==> src/rtl/uart_rx_core_if.sv <==
// ---------------------------------------------------------------------------
// uart_rx_core_if
// Bundles the receiver's line input and its outputs toward the operand/opcode
// sequencer.
//   rx        : serial line, idle high (driven by the line side)
//   dout      : last received data word
//   rx_done   : one-cycle strobe, valid frame received, dout updated
//   frame_err : one-cycle strobe, stop bit sampled low
//   busy      : frame in progress
//   tick      : shared 16x baud tick
// Modports: slave = receiver core, master = line/sequencer side.
// ---------------------------------------------------------------------------
interface uart_rx_core_if #(
    parameter int DBIT = 8
) ();
    logic            rx;
    logic [DBIT-1:0] dout;
    logic            rx_done;
    logic            frame_err;
    logic            busy;
    logic            tick;

    modport slave (
        input  rx,
        output dout, rx_done, frame_err, busy, tick
    );

    modport master (
        output rx,
        input  dout, rx_done, frame_err, busy, tick
    );
endinterface

==> src/rtl/uart_rx_core.sv <==
// ---------------------------------------------------------------------------
// uart_rx_core
// 16x oversampling 8N1 UART receiver, LSB first. Delivers each byte with a
// one-cycle rx_done strobe, flags a low stop bit with frame_err, and exports
// the free-running 16x baud tick.
// Ports:
//   clk   : system clock, rising edge
//   reset : asynchronous, active-low
//   bus   : uart_rx_core_if.slave (rx in; dout, rx_done, frame_err, busy,
//           tick out)
// ---------------------------------------------------------------------------
module uart_rx_core #(
    parameter int CLK_FREQ = 50_000_000,
    parameter int BAUD     = 9600,
    parameter int DBIT     = 8,
    parameter int DIV      = (CLK_FREQ + BAUD * 8) / (BAUD * 16)
) (
    input  logic           clk,
    input  logic           reset,
    uart_rx_core_if.slave  bus
);

    localparam int DIV_EFF = (DIV < 1) ? 1 : DIV;
    localparam int DCW     = (DIV_EFF > 1) ? $clog2(DIV_EFF) : 1;
    localparam int NW      = (DBIT > 1) ? $clog2(DBIT) : 1;

    localparam logic [DCW-1:0] DIV_LAST = DCW'(DIV_EFF - 1);
    localparam logic [NW-1:0]  N_LAST   = NW'(DBIT - 1);

    localparam logic [2:0] IDLE  = 3'd0;
    localparam logic [2:0] START = 3'd1;
    localparam logic [2:0] DATA  = 3'd2;
    localparam logic [2:0] STOP  = 3'd3;
    localparam logic [2:0] BREAK = 3'd4;

    logic [DCW-1:0]  r_div;
    logic            r_tick;
    logic            r_sync1;
    logic            r_sync2;
    logic [2:0]      r_state;
    logic [3:0]      r_s;
    logic [NW-1:0]   r_n;
    logic [DBIT-1:0] r_shift;
    logic [DBIT-1:0] r_dout;
    logic            r_done;
    logic            r_ferr;

    logic            w_rxs;
    logic            w_sample_data;

    assign w_rxs         = r_sync2;
    assign w_sample_data = (r_state == DATA) && r_tick && (r_s == 4'd15);

    // Tick generator: free-running, independent of the frame state.
    always_ff @(posedge clk or negedge reset) begin
        if (!reset) begin
            r_div  <= '0;
            r_tick <= 1'b0;
        end else if (r_div == DIV_LAST) begin
            r_div  <= '0;
            r_tick <= 1'b1;
        end else begin
            r_div  <= r_div + 1'b1;
            r_tick <= 1'b0;
        end
    end

    // Two-flop synchroniser, preset to the idle (high) line level.
    always_ff @(posedge clk or negedge reset) begin
        if (!reset) begin
            r_sync1 <= 1'b1;
            r_sync2 <= 1'b1;
        end else begin
            r_sync1 <= bus.rx;
            r_sync2 <= r_sync1;
        end
    end

    // Data shift register: new bit enters at the MSB so the first (LSB)
    // bit ends up in bit 0 after DBIT samples. Contents are irrelevant
    // until a full frame is shifted in, so it carries no reset.
    always_ff @(posedge clk) begin
        if (w_sample_data) begin
            r_shift <= {w_rxs, r_shift[DBIT-1:1]};
        end
    end

    // Frame FSM. Bits are sampled once per bit at s==15, which after the
    // s==7 start check lands in the middle of each bit.
    always_ff @(posedge clk or negedge reset) begin
        if (!reset) begin
            r_state <= IDLE;
            r_s     <= 4'd0;
            r_n     <= '0;
            r_dout  <= '0;
            r_done  <= 1'b0;
            r_ferr  <= 1'b0;
        end else begin
            r_done <= 1'b0;
            r_ferr <= 1'b0;
            case (r_state)
                IDLE: begin
                    if (!w_rxs) begin
                        r_state <= START;
                        r_s     <= 4'd0;
                    end
                end
                START: begin
                    if (r_tick) begin
                        if (r_s == 4'd7) begin
                            r_s <= 4'd0;
                            r_n <= '0;
                            // A start that is high again at mid-bit is a glitch.
                            r_state <= w_rxs ? IDLE : DATA;
                        end else begin
                            r_s <= r_s + 4'd1;
                        end
                    end
                end
                DATA: begin
                    if (r_tick) begin
                        if (r_s == 4'd15) begin
                            r_s <= 4'd0;
                            if (r_n == N_LAST) begin
                                r_state <= STOP;
                            end else begin
                                r_n <= r_n + 1'b1;
                            end
                        end else begin
                            r_s <= r_s + 4'd1;
                        end
                    end
                end
                STOP: begin
                    if (r_tick) begin
                        if (r_s == 4'd15) begin
                            r_s    <= 4'd0;
                            r_dout <= r_shift;
                            // Leaving at mid-stop-bit lets a back-to-back
                            // start bit be caught on its falling edge.
                            if (w_rxs) begin
                                r_done  <= 1'b1;
                                r_state <= IDLE;
                            end else begin
                                r_ferr  <= 1'b1;
                                r_state <= BREAK;
                            end
                        end else begin
                            r_s <= r_s + 4'd1;
                        end
                    end
                end
                BREAK: begin
                    // Hold off until the line recovers so a long low is not
                    // decoded as a stream of start bits.
                    if (w_rxs) begin
                        r_state <= IDLE;
                    end
                end
                default: r_state <= IDLE;
            endcase
        end
    end

    assign bus.dout      = r_dout;
    assign bus.rx_done   = r_done;
    assign bus.frame_err = r_ferr;
    assign bus.busy      = (r_state != IDLE);
    assign bus.tick      = r_tick;

endmodule

==> src/flat_wrapper.sv <==
// flat-port wrapper written by rule: the top's interface ports become plain ports
module uart_rx_core_flat 
#(
    parameter int CLK_FREQ = 50_000_000,
    parameter int BAUD     = 9600,
    parameter int DBIT     = 8,
    parameter int DIV      = (CLK_FREQ + BAUD * 8) / (BAUD * 16)
)
  (clk, reset, bus_rx, bus_dout, bus_rx_done, bus_frame_err, bus_busy, bus_tick);
  uart_rx_core_if #(.DBIT(DBIT)) bus_i ();
  input  logic clk;
  input  logic reset;
  input wire logic [$bits(bus_i.rx)-1:0] bus_rx;
  output wire logic [$bits(bus_i.dout)-1:0] bus_dout;
  output wire logic [$bits(bus_i.rx_done)-1:0] bus_rx_done;
  output wire logic [$bits(bus_i.frame_err)-1:0] bus_frame_err;
  output wire logic [$bits(bus_i.busy)-1:0] bus_busy;
  output wire logic [$bits(bus_i.tick)-1:0] bus_tick;
  assign bus_i.rx = bus_rx;
  assign bus_dout = bus_i.dout;
  assign bus_rx_done = bus_i.rx_done;
  assign bus_frame_err = bus_i.frame_err;
  assign bus_busy = bus_i.busy;
  assign bus_tick = bus_i.tick;
  uart_rx_core #(.CLK_FREQ(CLK_FREQ), .BAUD(BAUD), .DBIT(DBIT), .DIV(DIV)) u_core (.clk(clk), .reset(reset), .bus(bus_i));
endmodule
==> config.mk <==
export PLATFORM = sky130hd
export DESIGN_NAME = uart_rx_core_flat
export DESIGN_NICKNAME = d
export VERILOG_FILES = /design/src/rtl/uart_rx_core_if.sv /design/src/rtl/uart_rx_core.sv /design/src/flat_wrapper.sv
export SDC_FILE = /design/constraint.sdc
export NUM_CORES = 1
export LEC_CHECK = 0
export ABC_AREA = 1
export BUFFER_PORTS_ARGS = -buffer_cell sky130_fd_sc_hd__buf_2
export CORE_UTILIZATION = 52
export DETAILED_ROUTE_END_ITERATION = 10
export PLACE_DENSITY = 0.74
export SLEW_MARGIN = 15
export SYNTH_ARGS = -nofsm -noshare
export SYNTH_HDL_FRONTEND = slang
export SYNTH_SLANG_ARGS = --single-unit
==> constraint.sdc <==
create_clock -name clk -period 1.47 [get_ports clk]
set_input_delay 0.2205 -clock clk [delete_from_list [all_inputs] [get_ports clk]]
set_output_delay 0.2205 -clock clk [all_outputs]
set_load 0.02 [all_outputs]
==> impl_metrics.env, run 1 <==
export IMPL_die_h_um=61.05
export IMPL_hold_violations=0
export IMPL_hp_class="reg -> reg"
export IMPL_critPathCaptureType="flop"
export IMPL_relSlewSlack_pct=54.92
export IMPL_worstHoldStart="u_core.r_sync1"
export IMPL_viasPerCell=5.112
export IMPL_crit_top_cell="nor2_4"
export IMPL_synthCells=192
export IMPL_clock_sinks=40
export IMPL_tightest_slew_ps=676.2
export IMPL_grt_remaining_overflow=0
export IMPL_cts_tree="done"
export IMPL_setup_viol=0
export IMPL_grt_pass1_vias=1225
export IMPL_synth_area_leaders="dfrtp_1 (41%), edfxtp_1 (13%), nand2_1 (9.9%)"
export IMPL_p_int_mw=1.503
export IMPL_worstSetupStartpointType="flop"
export IMPL_dp_hpwl_um=2369
export IMPL_antenna_left=0
export IMPL_slowest_delay_ps=380
export IMPL_h_tree_depth=2
export IMPL_required_ps=1530
export IMPL_max_cap_violations=0
export IMPL_vias=1411
export IMPL_clock_skew_ps=7.678
export IMPL_gp_congestion=0.8192
export IMPL_cp_max_fo=5
export IMPL_cp_slowest_cell="dfrtp_1"
export IMPL_clockBufferDepth=2
export IMPL_final_cell_mix="nand2_1 (47), dfrtp_1 (27), nand3_1 (25)"
export IMPL_route_detailed_drc=0
export IMPL_die_area_um2=3726
export IMPL_timing_fmax_mhz=711.4
export IMPL_reg2regPathDepth=5
export IMPL_track_usage_pct=20.01
export IMPL_areaGrowthSynthToFinish_pct=21.46
export IMPL_synth_area_leader_cell="dfrtp_1"
export IMPL_avgSynthCellArea_um2=9.443
export IMPL_crit_arrival_ps=1460
export IMPL_wl_per_cell_um=12.60
export IMPL_fin_util_pct=65.99
export IMPL_holdWs_ps=362.9
export IMPL_whs_endpoint="u_core.r_sync2"
export IMPL_combPwrFrac_pct=1.6
export IMPL_syn_num_nets=200
export IMPL_core_area_um2=3337
export IMPL_ys_ff_latch=40
export IMPL_antenna_found_initial=0
export IMPL_diodes=0
export IMPL_dr_pass1_iters=4
export IMPL_seqPwrFrac_pct=59.4
export IMPL_finalPower_mw=1.907
export IMPL_io_pins=15
export IMPL_slew_viol_final=0
export IMPL_fp_row_count=21
export IMPL_p_sw_uw=403.9
export IMPL_wirelength_um=3477
export IMPL_hold_depth=0
export IMPL_r2r_end="u_core.r_shift[3]"
export IMPL_mostFrequentLayoutCell="nand2_1"
export IMPL_worst_skew_pair_late_latency_ps=350
export IMPL_ys_warn_count=0
export IMPL_vdd_drop_max_mv=0.5871
export IMPL_ys_types=28
export IMPL_drt_iter0_drc=100
export IMPL_finalCritPeriodShare_pct=95.62
export IMPL_yosysTopAreaCellShare_pct=41.41
export IMPL_path_clk_slew_ps=130
export IMPL_syn_area_um2=1813
export IMPL_clockPowerShare_pct=39.0
export IMPL_status="finished, final reports clean"
export IMPL_power_density_nw_per_um2=866.0
export IMPL_numCtsBuffers=5
export IMPL_power_leakage_nw=1.088
export IMPL_swShare_pct=21.18
export IMPL_clockRootBuffer="clkbuf_4"
export IMPL_grt_pass1_wl_um=5375
export IMPL_drive_gt1_share_pct=27.39
export IMPL_fin_nets=237
export IMPL_crit_buf_inv=1
export IMPL_grt_max_degree=33
export IMPL_r2r_slack_ps=60
export IMPL_path_cells="ha_2 -> nand3_4 -> nor2_4 -> inv_2 -> nor2_4"
export IMPL_cp_top_family="simple AND/OR/NAND/NOR gates"
export IMPL_die_w_um=61.05
export IMPL_worstSetupPathType="reg -> reg"
export IMPL_io_buffers=14
export IMPL_yosysSeqAreaShare_pct=57.56
export IMPL_layout_min_cycle_time_ps=1406
export IMPL_timing_rr_start="u_core.r_s[1]"
export IMPL_start_util_pct=54.33
==> state kept, by name, summed over array words and instances, names as in the netlist <==
| name | flops |
|---|---|
| u_core.r_s | 4 |
| u_core.r_sync2 | 1 |
| u_core.r_state | 3 |
| u_core.bus.dout | 8 |
| u_core.bus.rx_done | 1 |
| u_core.r_sync1 | 1 |
| u_core.bus.frame_err | 1 |
| u_core.bus.tick | 1 |
| u_core.r_div | 9 |
| u_core.r_shift | 8 |
| u_core.r_n | 3 |
==> how the worst max path moves through the flow <==
stage | from | to | slack, ps | depth (start not counted)
after floorplan | u_core.r_s[0] | u_core.r_shift[0] | 30 | 5
after global placement | u_core.r_s[0] | u_core.r_shift[4] | 70 | 5
after detailed placement | u_core.r_s[1] | u_core.r_shift[2] | 30 | 5
after CTS | u_core.r_s[1] | u_core.r_shift[3] | 3 | 5
after global routing | u_core.r_state[1] | bus_busy | -7 | 3
final | u_core.r_s[1] | u_core.r_shift[3] | 60 | 5
==> power groups by stage <==
stage / combinational (mW) / sequential (mW) / clock, mW
4_1_cts: 0.0311 / 1.13 / 0.768
5_1_grt: 0.0359 / 1.13 / 0.826
3_3_place_gp: 0.0269 / 1.16 / 0
6_report: 0.0297 / 1.13 / 0.744
3_5_place_dp: 0.0272 / 1.16 / 0
2_1_floorplan: 0.00162 / 1.16 / 0
==> repair_timing <==
item,4_1_cts,5_1_grt
hold buffers,2,0
resized for setup,3,10
setup endpoints to repair,1,23
pin swaps,1,7
setup buffers,2,6
cloned,0,2
hold endpoints to repair,31,0
==> worst reg2reg max path, stage by stage, from the launching register on <==
cell and delay (ps):
dfrtp_1 380, ha_2 240, nand3_4 110, nor2_4 110, inv_2 80, nor2_4 190
==> cell usage after synthesis <==
cell type and count:
edfxtp_1 8, o21ai_2 1, nor2_2 5, o21ai_0 4
a22oi_1 1, nand3b_1 2, o21ai_1 4, inv_1 16
nor3b_1 1, o21ai_4 1, buf_2 1, xnor2_1 1
ha_1 5, buf_4 1, dfstp_2 2, nor3_2 1
nand4_1 4, a21oi_1 3, nor2_1 15, xor2_1 3
nand3_1 26, nand2_2 3, inv_2 3, nor2_4 1
nand3_2 1, nor3_1 1, nand2_1 48, dfrtp_1 30
==> layer usage <==
| layer | global-route usage (%) | up-vias | wire length (um) |
|---|---|---|---|
| met4 | 5.844 | 0 | 35 |
| met2 | 31.21 | 40 | 1706 |
| met3 | 7.143 | 7 | 148 |
| met1 | 26.40 | 653 | 1587 |
| met5 | 0 | - | 0 |
| li1 | - | 711 | - |
==> metrics by stage <==
stage	worst slack [ps]	setup TNS, ps	cells	cell area [um2]
floorplan	26.79	0	192	1818
global placement	68.99	0	257	1986
detailed placement	25.41	0	257	1986
CTS	2.993	0	269	2112
global route	-6.607	-8.298	276	2202
finish	64.42	0	276	2202
==> final cells by class <==
| class | instances | area (um2) |
|---|---|---|
| multi-input cells | 133 | 740.7 |
| fillers | 274 | 1135 |
| well taps | 46 | 57.56 |
| clock buffers | 5 | 37.54 |
| inverters | 19 | 71.32 |
| repair buffers | 30 | 201.4 |
| flip-flops and latches | 40 | 1047 |
| clock inverters | 3 | 46.29 |
==> cell families (layout without fill, tap and decap cells) <==
| kind of cell | Yosys count | count (layout) | synth area share, % |
|---|---|---|---|
| AO/OA/AOI/OAI | 14 | 15 | 4.831 |
| AND/OR/NAND/NOR | 108 | 109 | 27.60 |
| flip-flops | 40 | 40 | 57.56 |
| XOR/XNOR | 4 | 4 | 1.933 |
| buffers and inverters | 21 | 57 | 4.624 |
| adder cells (fa/ha/maj) | 5 | 5 | 3.451 |
Power figures use the tool's default switching activity.
==> run 2: changes to the inputs <==
Settings changed: CORE_ASPECT_RATIO from default to 0.75, PLACE_DENSITY 0.74 to 0.77.
==> run 2 against run 1 <==
Fmax rose by 0.25%. Sequential share of layout area is 1.3 points higher. Combinational power is 13% higher. Cell area down 2.7%. Sequential power about the same. Count of clock-buffer cells in the layout rose by 1. Via count fell by 7.2%. Cell count shrank 4.3%. Sequential cell count unchanged. Clock skew fell by 1.2 ps. Critical path type is now reg -> out. Largest power group unchanged.
==> impl_metrics.env, run 2 (synthesis results as in run 1) <==
export IMPL_worstSetupPathType="reg -> out"
export IMPL_grt_max_degree=19
export IMPL_wl_per_cell_um=12.55
export IMPL_multi_input_area_um2=721.9
export IMPL_fp_row_count=18
export IMPL_setup_viol=0
export IMPL_clock_skew_ps=6.500
export IMPL_worstSetupStartpointType="flop"
export IMPL_setup_slack_ps=67.98
export IMPL_r2r_slack_ps=70
export IMPL_top_register="u_core.r_div"
export IMPL_power_leakage_nw=1.063
export IMPL_fin_util_pct=64.70
export IMPL_tightest_slew_ps=372.5
export IMPL_vias=1310
export IMPL_cp_max_fo=7
export IMPL_io_pins=15
export IMPL_areaGrowthSynthToFinish_pct=18.15
export IMPL_fin_nets=231
export IMPL_die_w_um=70.18
export IMPL_drt_iter0_drc=48
export IMPL_start_util_pct=54.76
export IMPL_track_usage_pct=19.79
export IMPL_whs_endpoint="u_core.r_sync1"
export IMPL_die_area_um2=3729
export IMPL_drive_gt1_share_pct=24.11
export IMPL_dp_hpwl_um=2381
export IMPL_critPathCaptureType="output port"
export IMPL_worst_skew_pair_late_latency_ps=290
export IMPL_viasPerCell=4.962
export IMPL_r2r_end="u_core.bus.dout[7]"
export IMPL_numCtsBuffers=5
export IMPL_dpl_worst_slack_ps=33.82
export IMPL_slew_viol_final=0
export IMPL_hold_depth=1
export IMPL_power_density_nw_per_um2=871.4
export IMPL_wirelength_um=3314
export IMPL_grt_remaining_overflow=0
export IMPL_finalCritPeriodShare_pct=95.38
export IMPL_required_ps=1250
export IMPL_die_h_um=53.14
export IMPL_worstHoldStart="bus_rx"
export IMPL_route_detailed_drc=0
export IMPL_vdd_drop_max_mv=0.6796
export IMPL_reg2regPathDepth=7
export IMPL_grt_pass1_wl_um=5395
export IMPL_layout_min_cycle_time_ps=1402
export IMPL_fillCellCount=283
export IMPL_dpl_cell_count=252
export IMPL_seq_area_um2=1046
export IMPL_antenna_found_initial=0
export IMPL_cts_tree="done"
export IMPL_clockBufferDepth=2
export IMPL_gp_congestion=0.9316
export IMPL_largest_reg_flops=9
export IMPL_crit_arrival_ps=1180
export IMPL_diodes=0
export IMPL_timing_rr_start="u_core.r_s[0]"
export IMPL_max_cap_violations=0
export IMPL_tns_ps=0
export IMPL_status="finished, final reports clean"
export IMPL_clockRootBuffer="clkbuf_8"
export IMPL_timing_fmax_mhz=713.3
export IMPL_hp_class="in -> reg"
export IMPL_final_cell_mix="nand2_1 (48), dfrtp_1 (28), nand3_1 (25)"
export IMPL_relSlewSlack_pct=75.16
export IMPL_io_buffers=14
export IMPL_stdcell_count=264
export IMPL_path_clk_slew_ps=70
export IMPL_hold_violations=0
export IMPL_grt_pass1_vias=1138
export IMPL_antenna_left=0
export IMPL_mostFrequentLayoutCell="nand2_1"
export IMPL_core_area_um2=3311
export IMPL_dr_pass1_iters=4
export IMPL_clock_sinks=40
export IMPL_h_tree_depth=2
-- run 2: cell count changes in the layout (fill, tap and decap cells not counted), sizes merged --
| cell | previous run | this run |
|---|---|---|
| o21ai | 11 | 10 |
| dlygate4sd3 | 2 | 1 |
| buf | 28 | 24 |
| bufinv | 1 | 0 |
| inv | 20 | 19 |
| clkinv | 0 | 1 |
| clkbuf | 5 | 6 |
-- run 2: critical path, stage by stage, from the launching register on --
cell and delay [ps]:
dfrtp_2 470, nor2_4 170, nand2_2 90, buf_2 160
-- run 2: layer usage --
metal,vias to the layer above,track usage (%),part of all wire (%)
met3,8,5.905,3.8
met2,25,27.08,41
met5,-,0,0
met1,586,28.64,53
met4,0,9.000,1.6
li1,691,-,-
-- run 2: area by class of cell --
class / count / area share [%]
Timing Repair Buffer: 25 / 7.827
Clock inverter: 2 / 0.5841
Sequential cell: 40 / 48.83
Multi-Input combinational cell: 132 / 33.70
Tap cell: 40 / 2.336
Clock buffer: 6 / 3.388
Inverter: 19 / 3.329
-- run 2: per-stage QoR --
step / hold WS [ps] / power [mW] / area (um2)
finish: 23.21 / 1.867 / 2142
global route: 9.756 / 1.955 / 2142
detailed placement: 158.3 / 1.188 / 1998
global placement: 157.7 / 1.188 / 1998
floorplan: -75.09 / 1.158 / 1818
CTS: 19.69 / 1.887 / 2100
-- run 2: report_power, final --
part / internal (mW) / switching, mW / leakage, nW
clock network: 0.331 / 0.369 / 0.0412
logic: 0.0111 / 0.0226 / 0.531
registers: 1.13 / 0.00109 / 0.491
-- run 2: repair_timing --
item | in CTS | in global routing
hold buffers | 1 | 0
gates cloned | 0 | 1
buffers inserted | 0 | 2
hold endpoints to repair | 12 | 0
pin swaps | 0 | 1
endpoints found under the setup margin | 1 | 22
resized for setup | 2 | 5
-- run 2: worst max-delay path by stage --
stage	startpoint	end	slack, ps
final	u_core.r_state[1]	bus_busy	70
after CTS	u_core.r_s[0]	u_core.r_shift[5]	20
after floorplan	u_core.r_s[0]	u_core.r_shift[0]	30
after detailed placement	u_core.r_s[0]	u_core.r_shift[2]	30
after global routing	u_core.r_s[1]	u_core.bus.dout[7]	-0.3
after global placement	u_core.r_s[0]	u_core.r_shift[4]	80
==> run 3: changes to the inputs <==
Settings changed: CORE_UTILIZATION 52 to 55, GPL_TIMING_DRIVEN from default to 0.
Clock period 1.47 ns to 1.3 ns, I/O delays scaled along.
==> run 3 against run 2 <==
The flow now finishes with violations (negative setup slack). Total power up 14%. Non-clock buffer count up 24. Via count up 28%. Worst hold slack improved by 340 ps. Sequential cell count did not move. Cell count rose by 9.1%. Critical endpoint is now u_core.r_state[0]. Largest power group unchanged.
==> impl_metrics.env, run 3 (synthesis results as in run 1) <==
export IMPL_status="finished, violations left"
export IMPL_violations="negative setup slack"
export IMPL_vdd_drop_max_mv=0.6867
export IMPL_io_pins=15
export IMPL_cp_top_family="simple AND/OR/NAND/NOR gates"
export IMPL_path_cells="ha_4 -> nand3_4 -> buf_6 -> nand3_2 -> nand2_2 -> nor2_2 -> nand3_1 -> nand2_1 -> nand2_1"
export IMPL_mostFrequentLayoutCell="nand2_1"
export IMPL_power_leakage_nw=1.213
export IMPL_grt_max_degree=33
export IMPL_clock_sinks=40
export IMPL_die_area_um2=3532
export IMPL_setup_viol=25
export IMPL_diodes=0
export IMPL_finalCritPeriodShare_pct=120.2
export IMPL_core_area_um2=3042
export IMPL_fin_nets=257
export IMPL_clockRootBuffer="clkbuf_8"
export IMPL_grt_use_met2_pct=38.73
export IMPL_antenna_found_initial=0
export IMPL_worst_skew_pair_late_latency_ps=300
export IMPL_required_ps=1500
export IMPL_drt_iter0_drc=109
export IMPL_dpl_worst_slack_ps=-293.8
export IMPL_fp_row_count=17
export IMPL_grt_pass1_vias=1352
export IMPL_critPathCaptureType="flop"
export IMPL_die_w_um=68.30
export IMPL_worstSetupStartpointType="flop"
export IMPL_rsz0062_at_grt="true"
export IMPL_start_util_pct=59.61
export IMPL_timing_fmax_mhz=639.7
export IMPL_tns_ps=-2356
export IMPL_crit_top_cell="nand2_1"
export IMPL_tightest_slew_ps=711.7
export IMPL_met1_usage_pct=30.64
export IMPL_grt_pass1_wl_um=6016
export IMPL_hp_class="reg -> reg"
export IMPL_viasPerCell=5.844
export IMPL_use_met3_pct=6.579
export IMPL_power_density_nw_per_um2=829.6
export IMPL_multi_input_area_um2=914.6
export IMPL_top_register="u_core.r_div"
export IMPL_numCtsBuffers=5
export IMPL_crit_arrival_ps=1760
export IMPL_final_cell_mix="nand2_1 (36), dfrtp_1 (28), buf_4 (23)"
export IMPL_relSlewSlack_pct=52.55
export IMPL_fin_util_pct=84.41
export IMPL_grt_busiest_layer="met2"
export IMPL_path_clk_slew_ps=80
export IMPL_seq_area_um2=1046
export IMPL_crit_buf_inv=1
export IMPL_slew_viol_final=0
export IMPL_cp_max_fo=4
export IMPL_gp_congestion=0.9016
export IMPL_track_usage_pct=24.19
export IMPL_areaGrowthSynthToFinish_pct=41.61
export IMPL_clock_skew_ps=12.61
export IMPL_drive_gt1_share_pct=42.80
export IMPL_cts_tree="done"
export IMPL_die_h_um=51.72
export IMPL_vias=1683
export IMPL_io_buffers=14
export IMPL_h_tree_depth=2
export IMPL_setup_slack_ps=-263.2
export IMPL_dr_pass1_iters=5
export IMPL_worstSetupPathType="reg -> reg"
export IMPL_layout_min_cycle_time_ps=1563
export IMPL_dp_hpwl_um=2202
export IMPL_grt_remaining_overflow=0
export IMPL_slowest_delay_ps=400
export IMPL_clockBufferDepth=2
export IMPL_max_cap_violations=0
export IMPL_antenna_left=0
export IMPL_cp_slowest_cell="dfrtp_1"
export IMPL_wirelength_um=5102
export IMPL_fillCellCount=147
export IMPL_route_detailed_drc=0
export IMPL_hold_violations=0
export IMPL_wl_per_cell_um=17.72
export IMPL_largest_reg_flops=9
run 3: final timing paths:
check	from	to	slack, ps	cells after the start
max	u_core.r_s[0]	u_core.r_state[0]	-260	9
min reg2reg	u_core.r_sync1	u_core.r_sync2	360	0
min in group asynchronous	reset	u_core.bus.dout[1]	470	2
max reg2reg	u_core.r_s[0]	u_core.r_state[0]	-260	9
min	u_core.r_sync1	u_core.r_sync2	360	0
max in group asynchronous	reset	u_core.r_state[2]	340	2
run 3: worst reg2reg max path: stages (launching register included):
cell     delay [ps]
dfrtp_1         400
ha_4            190
nand3_4         130
buf_6           150
nand3_2          60
nand2_2          90
nor2_2          140
nand3_1         140
nand2_1         110
nand2_1          50
run 3: power by group:
part           total, mW  internal, mW  switching [mW]
logic             0.0279       0.00657          0.0213
registers           1.29          1.28         0.00513
clock network      0.817         0.375           0.442
run 3: layout make-up:
type | instances | area share [%]
clock inverters | 2 | 0.4873
repair buffers | 47 | 14.47
multi-input cells | 134 | 35.62
well taps | 38 | 1.852
plain buffers | 2 | 1.023
flip-flops and latches | 40 | 40.74
inverters | 19 | 2.973
clock buffers | 6 | 2.827
run 3: timing repair:
| action | in CTS | in global routing |
|---|---|---|
| pin swaps | 10 | 24 |
| gates resized for setup | 21 | 45 |
| endpoints found under the hold margin | 31 | 0 |
| cloned | 1 | 2 |
| buffers inserted | 12 | 19 |
| hold buffers | 2 | 0 |
| setup endpoints to repair | 28 | 34 |
run 3: through the flow:
step | power (mW) | hold slack (ps) | instance area [um2] | cells
4_1_cts | 2.123 | 359.5 | 2227 | 267
3_3_place_gp | 1.333 | 269.8 | 1946 | 244
3_5_place_dp | 1.334 | 284.8 | 1946 | 244
6_report | 2.130 | 362.8 | 2567 | 288
5_1_grt | 2.201 | 371.6 | 2567 | 288
2_1_floorplan | 1.310 | -100.6 | 1828 | 192
run 3: routing by layer:
layer / part of all wire (%) / vias up
met5: 0 / -
met4: 4.0 / 0
met3: 7.2 / 28
met2: 51 / 102
met1: 38 / 798
li1: - / 755
